==> src/rtl/floo_rr_link_arbiter.sv <==
// floo_rr_link_arbiter: wormhole-aware round-robin arbiter feeding one registered NoC link
module floo_rr_link_arbiter #(
  parameter int unsigned NumIn     = 4,
  parameter int unsigned DataWidth = 64,
  parameter bit          LockEn    = 1'b1,
  localparam int unsigned IW       = NumIn > 1 ? $clog2(NumIn) : 1
) (
  input  logic                       clk_i,
  input  logic                       rst_i,
  input  logic [NumIn-1:0]           valid_i,
  output logic [NumIn-1:0]           ready_o,
  input  logic [NumIn*DataWidth-1:0] data_i,
  input  logic [NumIn-1:0]           last_i,
  output logic                       valid_o,
  input  logic                       ready_i,
  output logic [DataWidth-1:0]       data_o,
  output logic                       last_o,
  output logic [IW-1:0]              gnt_idx_o,
  output logic                       locked_o
);

  typedef enum logic {IDLE, LOCKED} state_t;

  state_t        state_q, state_d;
  logic [IW-1:0] rr_q, lock_q, win;
  logic          found, can_load, xfer, last_eff;
  logic [11:0]   lock_cnt;

  assign can_load = !valid_o || ready_i;
  assign xfer     = found && can_load && !rst_i;
  assign last_eff = !LockEn || last_i[win];
  assign ready_o  = xfer ? NumIn'(1) << win : '0;

  // Winner: the held source while locked, else first valid source from the RR pointer upward
  always_comb begin
    win   = '0;
    found = 1'b0;
    if (state_q == LOCKED) begin
      win   = lock_q;
      found = valid_i[lock_q];
    end else begin
      for (int i = 0; i < NumIn; i++)
        if (!found && valid_i[(int'(rr_q) + i) % NumIn]) begin
          found = 1'b1;
          win   = IW'((int'(rr_q) + i) % NumIn);
        end
    end
  end

  // Lock state register
  always_ff @(posedge clk_i)
    state_q <= rst_i ? IDLE : state_d;

  // Lock next state: a non-last transfer opens or keeps a packet, a last transfer closes it
  always_comb
    state_d = xfer ? (last_eff ? IDLE : LOCKED) : state_q;

  // Lock outputs
  always_comb
    locked_o = state_q == LOCKED;

  // Output pipeline register, lock index and RR pointer
  always_ff @(posedge clk_i) begin
    if (rst_i) begin
      valid_o   <= 1'b0;
      data_o    <= '0;
      last_o    <= 1'b0;
      gnt_idx_o <= '0;
      rr_q      <= '0;
      lock_q    <= '0;
    end else begin
      if (can_load) valid_o <= xfer;
      if (xfer) begin
        data_o    <= data_i[win*DataWidth +: DataWidth];
        last_o    <= last_i[win];
        gnt_idx_o <= win;
        if (state_q == IDLE) lock_q <= win;
        if (last_eff) rr_q <= IW'((int'(win) + 1) % NumIn);
      end
    end
  end

  // Cycles spent holding a grant, saturating; watches for packets that never end
  always_ff @(posedge clk_i)
    lock_cnt <= (rst_i || !locked_o) ? '0 : (lock_cnt == '1 ? lock_cnt : lock_cnt + 12'd1);

  a_onehot_ready: assert property (@(posedge clk_i) $onehot0(ready_o));
  a_stable_out: assert property (@(posedge clk_i) disable iff (rst_i)
    valid_o && !ready_i |=> valid_o && $stable(data_o) && $stable(last_o) && $stable(gnt_idx_o));
  a_lock_ends: assert property (@(posedge clk_i) disable iff (rst_i) lock_cnt != '1);

endmodule

==> config.mk <==
export PLATFORM = sky130hd
export DESIGN_NAME = floo_rr_link_arbiter
export DESIGN_NICKNAME = d
export VERILOG_FILES = /design/src/rtl/floo_rr_link_arbiter.sv
export SDC_FILE = /design/constraint.sdc
export NUM_CORES = 1
export LEC_CHECK = 0
export ABC_AREA = 1
export BUFFER_PORTS_ARGS = -buffer_cell sky130_fd_sc_hd__buf_2
export CAP_MARGIN = 25
export CORE_AREA = 2 2 133 135
export DETAILED_ROUTE_END_ITERATION = 12
export DIE_AREA = 0 0 135 137
export PLACE_DENSITY = 0.62
export SLEW_MARGIN = 15
export SYNTH_ARGS = -nofsm -noshare
export SYNTH_HDL_FRONTEND = slang
export SYNTH_SLANG_ARGS = --single-unit
==> constraint.sdc <==
create_clock -name clk_i -period 5.88 [get_ports clk_i]
set_clock_uncertainty 0.1 [all_clocks]
set_input_delay 1.764 -clock clk_i [delete_from_list [all_inputs] [get_ports clk_i]]
set_output_delay 1.764 -clock clk_i [all_outputs]
set_load 0.03 [all_outputs]
Word-level counts from Yosys, hierarchy flattened. Index checks and enable logic that the tools add are counted.

Register bits after elaboration: 73. Bits of input ports: 267. Output and inout bits: 73. Word-level logic and storage cells: 60.

Add/subtract/negate cells: 4. Magnitude comparators: 6. Shifts and indexed selects: 2. Muxes and demuxes: 27. Bitwise logic cells: 1. Reduce and logical (&&, ||, !) cells: 13.

Operators by type and width (count): indexed part select 256 x 9 -> 64 bit (1); less-than comparator 2 x 3 -> 1 bit (second input constant) (6); two-way mux 1 bit (15); binary-select mux 1 bit (select 2 bit) (6); two-way mux 2 bit (5); logical AND 1 bit (5); logical NOT 1 bit (5); adder 2 x 1 -> 2 bit (second input constant) (2); adder 2 bit (second input constant) (2); two-way mux 4 bit (1); AND reduction 2 bit (2); left shift 1 x 2 -> 4 bit (first input constant) (1); logical OR 1 bit (1); NOT 1 bit (1).

Depth between registers and ports, before layout.
Depth in word-level cells: 19. Depth in mapped cells: 19. Mapped depth without buffers: 17.

Least setup slack after synthesis. OpenSTA, ideal clock, no wires.

Path type: input to output. Start point: input port valid_i[1]. End point: output port ready_o[0]. Data arrival time: 3432 ps. Required time: 4016 ps. Path slack: 584 ps. Stages: 15. Path buffers: 1. Cell sequence: inv_1 nand2_1 nand3_1 nand2_1 nor2_1 nand3_1 nand2_1 inv_1 nand2_2 nand2_4 inv_2 buf_2 ha_1 inv_1 nor2_1.

Word-level cells in the longest chain between the ends: 19. Elaborated cells on any way between the ends: 33. Classes of those cells: 1 x shift; 24 x mux; 8 x reduce/logical.

Ends and longest elaborated chain: start: declaration (RTL line 10) `input logic [NumIn-1:0] valid_i,`; binary-select mux 1 bit (select 2 bit) (RTL line 43) `if (!found && valid_i[(int'(rr_q) + i) % NumIn]) begin`; two-way mux 1 bit (implied by the code) (RTL line 43); two-way mux 1 bit (RTL line 43); two-way mux 1 bit (RTL line 38) `if (state_q == LOCKED) begin`; logical NOT 1 bit (RTL line 43); logical AND 1 bit (RTL line 43); two-way mux 1 bit (RTL line 43); two-way mux 1 bit (RTL line 38); [2 not listed]; two-way mux 1 bit (RTL line 43); two-way mux 1 bit (RTL line 38); logical NOT 1 bit (RTL line 43); logical AND 1 bit (RTL line 43); two-way mux 1 bit (RTL line 43); two-way mux 1 bit (RTL line 38); logical AND 1 bit (2 in a row) (RTL line 30) `assign xfer = found && can_load && !rst_i;`; two-way mux 4 bit (*) (RTL line 32) `assign ready_o = xfer ? NumIn'(1) << win : '0;`; end: declaration (RTL line 11) `output logic [NumIn-1:0] ready_o,`.

Every way passes the cells marked *; elsewhere a longest branch is shown, timed or not. The select of a mux whose other input is x is not followed.

Worst setup path in the final report.
Start point: input port valid_i[1]. End point: output port ready_o[3].

The elaborated chain is that of the path after synthesis.

==> results by group <==
Power and ir drop
  – Part of the power in combinational logic: a little under three quarters
  – Switching share of power: between 50% and 60%
  – Leakage component of the power: slightly below 0.004 uW
  – Maximum VDD drop: 0.767 mV
  – Switching power: roughly 2600 uW
  – Proportion of power drawn by the clock network: between 10% and 20%
  – Power per Cell Area: ~640 nW/um^2
  – Sequential fraction of design power: a little under a fifth
  – Cell internal pwr: 1940 uW

Cells and area
  – Number of nets in the layout: between 1000 and 1500
  – Sequential cell area: 1460 um^2
  – Filler Cell Count: 1885
  – Final core utilization: 40.9%
  – Area of the multi-input gates: 3040 um^2
  – Layout cell share with drive strength beyond 1: between 30% and 40%
  – Synth-to-Final Area Change: 38.9%
  – Commonest non-fill, non-tap cells in the layout: nand2_1, buf_2, nand3_1, dfxtp_1, inv_1

Timing
  – Fin. max-slew vios: 0
  – Endpoints failing setup: 0
  – Min cycle time layout: ~5400 ps
  – Worst-case headroom to the max-slew limit: slightly below 50%
  – Hold violation total from the final report: 0
  – F_max: roughly 190 MHz
  – Tightest Pin Transition: around 780 ps
  – Setup repair after global routing missed its margin: false
  – Final clock period utilization by the worst path: 91.2%
  – Final sum of negative setup slack: 0 ps

Run status
  – Result of the run: completed

Setup path
  – Total stage count of the critical path: 15
  – Number of buffer and inverter instances along the worst setup path: 6
  – Crit-path cells: buf_2, inv_1, nand2_1, nand3_1, nand2_1, inv_2, nand3_2, nor2_4, nor2_8, nand2_4, clkinv_2, ha_1, inv_1, nor2_1, buf_2
  – Critical Path Start Type: input port
  – Crit Path Category: input port to output port
  – Largest stage delay on the critical path: ~250 ps
  – Reg2Reg Setup Slack: between 2000 and 2500 ps
  – Endpoint of the worst setup timing path: ready_o[3]
  – Cells on worst reg2reg path: 17
  – Nature of the critical path endpoint: output port
  – Worst path required time: 4020 ps
  – Gate family responsible for the most delay along the worst path: simple AND/OR/NAND/NOR gates
  – Slowest cell on the critical path: nand2_4
  – Worst flop-to-flop path startpoint: rr_q[0]$_SDFFE_PP0P_
  – Reg-to-Reg End: rr_q[0]$_SDFFE_PP0P_
  – Critical path arrival: roughly 3500 ps
  – Critical path origin: valid_i[1]
  – Top fanout value on the critical path: 27

Clock tree
  – Total setup buffers inserted after CTS: 0
  – Clock latency reported for the late side of the worst-skew pair: roughly 330 ps
  – Number of sinks driven by the clock tree: 73
  – Clk Tree Root Cell: clkbuf_16
  – Hold buffers post-CTS: 0
  – Clock tree from TritonCTS: built
  – Largest buffer count on any clock path: 2
  – CTS Buf Count: 9
  – Clock slew at the register clock pins of the worst setup and hold paths: 50 ps
  – H-tree depth: 3
  – Resize count post-CTS: 0

Global route
  – Global-route usage over all layers: about a fifth
  – Largest net degree at the start of global routing: 76
  – Sum of overflow across all layers after global routing: 0
  – Initial antenna violation count: 2
  – First-pass GRT wire length: ~29000 um
  – Vias in the first global route: 5747

Detailed routing
  – Final wirelength: 19000 um
  – Number of search-and-repair iterations in the first detailed-routing pass: 4
  – Final routed wire length divided by cell count: between 10 and 15 um
  – Final antenna-violating net count: 0
  – Overall via count from detail_route: approximately 6600
  – Mean number of vias per cell: 4.77
  – Number of DRC violations after detailed-routing iteration 0: 328
  – DRC Markers: 0

Job
  – Number of maximum-capacitance violations: 0

Synth
  – Number of warnings reported in the yosys synthesis log: 0
  – Cell count after synthesis: ~850
  – Synthesized area: 5030 um^2
  – Fraction of the yosys area taken by sequential cells: between 20% and 30%
  – #FFs+latches synth: 73
  – Synthesized area divided by synthesized cell count: 5.94 um^2
  – Post-Synthesis Net Count: 1118
  – Distinct cell type count after synthesis: 24

Placement
  – Count of buffers from port buffering: ~340
  – Final HPWL DP: approximately 14000 um
  – Final estimated routing congestion in global placement: roughly 0.87

Die
  – Starting density of the core: 29.5%
  – Standard-cell rows: 48
  – DIE AREA: approximately 18000 um^2
  – Number of I/O pins: 340
  – Total core area: roughly 17000 um^2
  – Die X-Extent: around 140 um
  – Die height: 137 um

Hold path
  – Class of the tightest hold or removal check: flip-flop to flip-flop
  – Hold Path Cell Cnt: 2
-- worst min path at each step --
stage / start / endpoint / slack, ps
6_report: data_o[42]$_SDFFE_PP0P_ / data_o[42]$_SDFFE_PP0P_ / 360
5_1_grt: data_o[31]$_SDFFE_PP0P_ / data_o[31]$_SDFFE_PP0P_ / 380
4_1_cts: data_o[40]$_SDFFE_PP0P_ / data_o[40]$_SDFFE_PP0P_ / 370
3_5_place_dp: gnt_idx_o[1]$_SDFFE_PP0P_ / gnt_idx_o[1]$_SDFFE_PP0P_ / 360
3_3_place_gp: data_o[24]$_SDFFE_PP0P_ / data_o[24]$_SDFFE_PP0P_ / 360
2_1_floorplan: lock_q[1]$_SDFFE_PP0P_ / lock_q[1]$_SDFFE_PP0P_ / 440
-- cell usage after synthesis (all sizes together) --
library cell	count	share of area [%]
a21oi	5	0.50
buf	50	6.1
clkbuf	12	0.90
dfxtp	73	29
ha	4	1.0
inv	45	3.5
nand2	344	26
nand3	229	23
nand3b	1	0.15
nor2	22	2.1
o211ai	24	3.6
o21ai	31	3.1
or2	7	0.87
-- tightest hold or removal path, delay by kind of cell, from the launching register on --
family,cells,cell delay (ps)
flip-flops,1,300
AND/OR/NAND/NOR,2,120
-- layer usage --
metal  GRT usage [%]  wire length, um
met1            23.2             7910
met2            33.8             9230
met3            4.37             1410
met4            8.16              463
met5               0                0
-- power by group through the flow --
stage	Clock [uW]	Sequential [uW]	Combinational [uW]
6_report	477	817	3210
5_1_grt	517	840	3600
4_1_cts	500	816	3220
3_5_place_dp	0	823	3220
3_3_place_gp	0	816	3220
2_1_floorplan	0	1160	2220
-- cell families (layout without fill, tap and decap cells) --
kind of cell,Yosys count,in the layout,share of synthesized area [%]
buffers and inverters,107,408,10.5
AND/OR/NAND/NOR,603,603,52.3
other,0,2,0
adder cells (fa/ha/maj),4,4,0.996
flip-flops,73,73,29.1
AO/OA/AOI/OAI,60,60,7.17
-- state kept, by name, indices dropped and copies added (netlist names) --
signal	cells
data_o	64
gnt_idx_o	2
last_o	1
lock_q	2
locked_o	1
rr_q	2
valid_o	1
-- cell type report --
type	instances	area share (%)
Sequential cell	73	20.9
Inverter	45	2.51
Clock inverter	1	0.0717
Antenna cell	2	0.0717
Multi-Input combinational cell	667	43.6
Clock buffer	13	3.44
Tap cell	225	4.03
Timing Repair Buffer	349	25.4
-- through the flow --
| stage | std cells | hold WS (ps) | setup slack (ps) | power (uW) | cell area, um^2 |
|---|---|---|---|---|---|
| after floorplan | 847 | 438 | 584 | 3380 | 5030 |
| after global placement | 1359 | 355 | 579 | 4030 | 6730 |
| after detailed placement | 1359 | 358 | 533 | 4040 | 6730 |
| after CTS | 1373 | 368 | 525 | 4540 | 6980 |
| after global routing | 1374 | 377 | 288 | 4960 | 6980 |
| final | 1375 | 365 | 516 | 4500 | 6980 |
No activity file was read; power rests on OpenSTA's default activity.
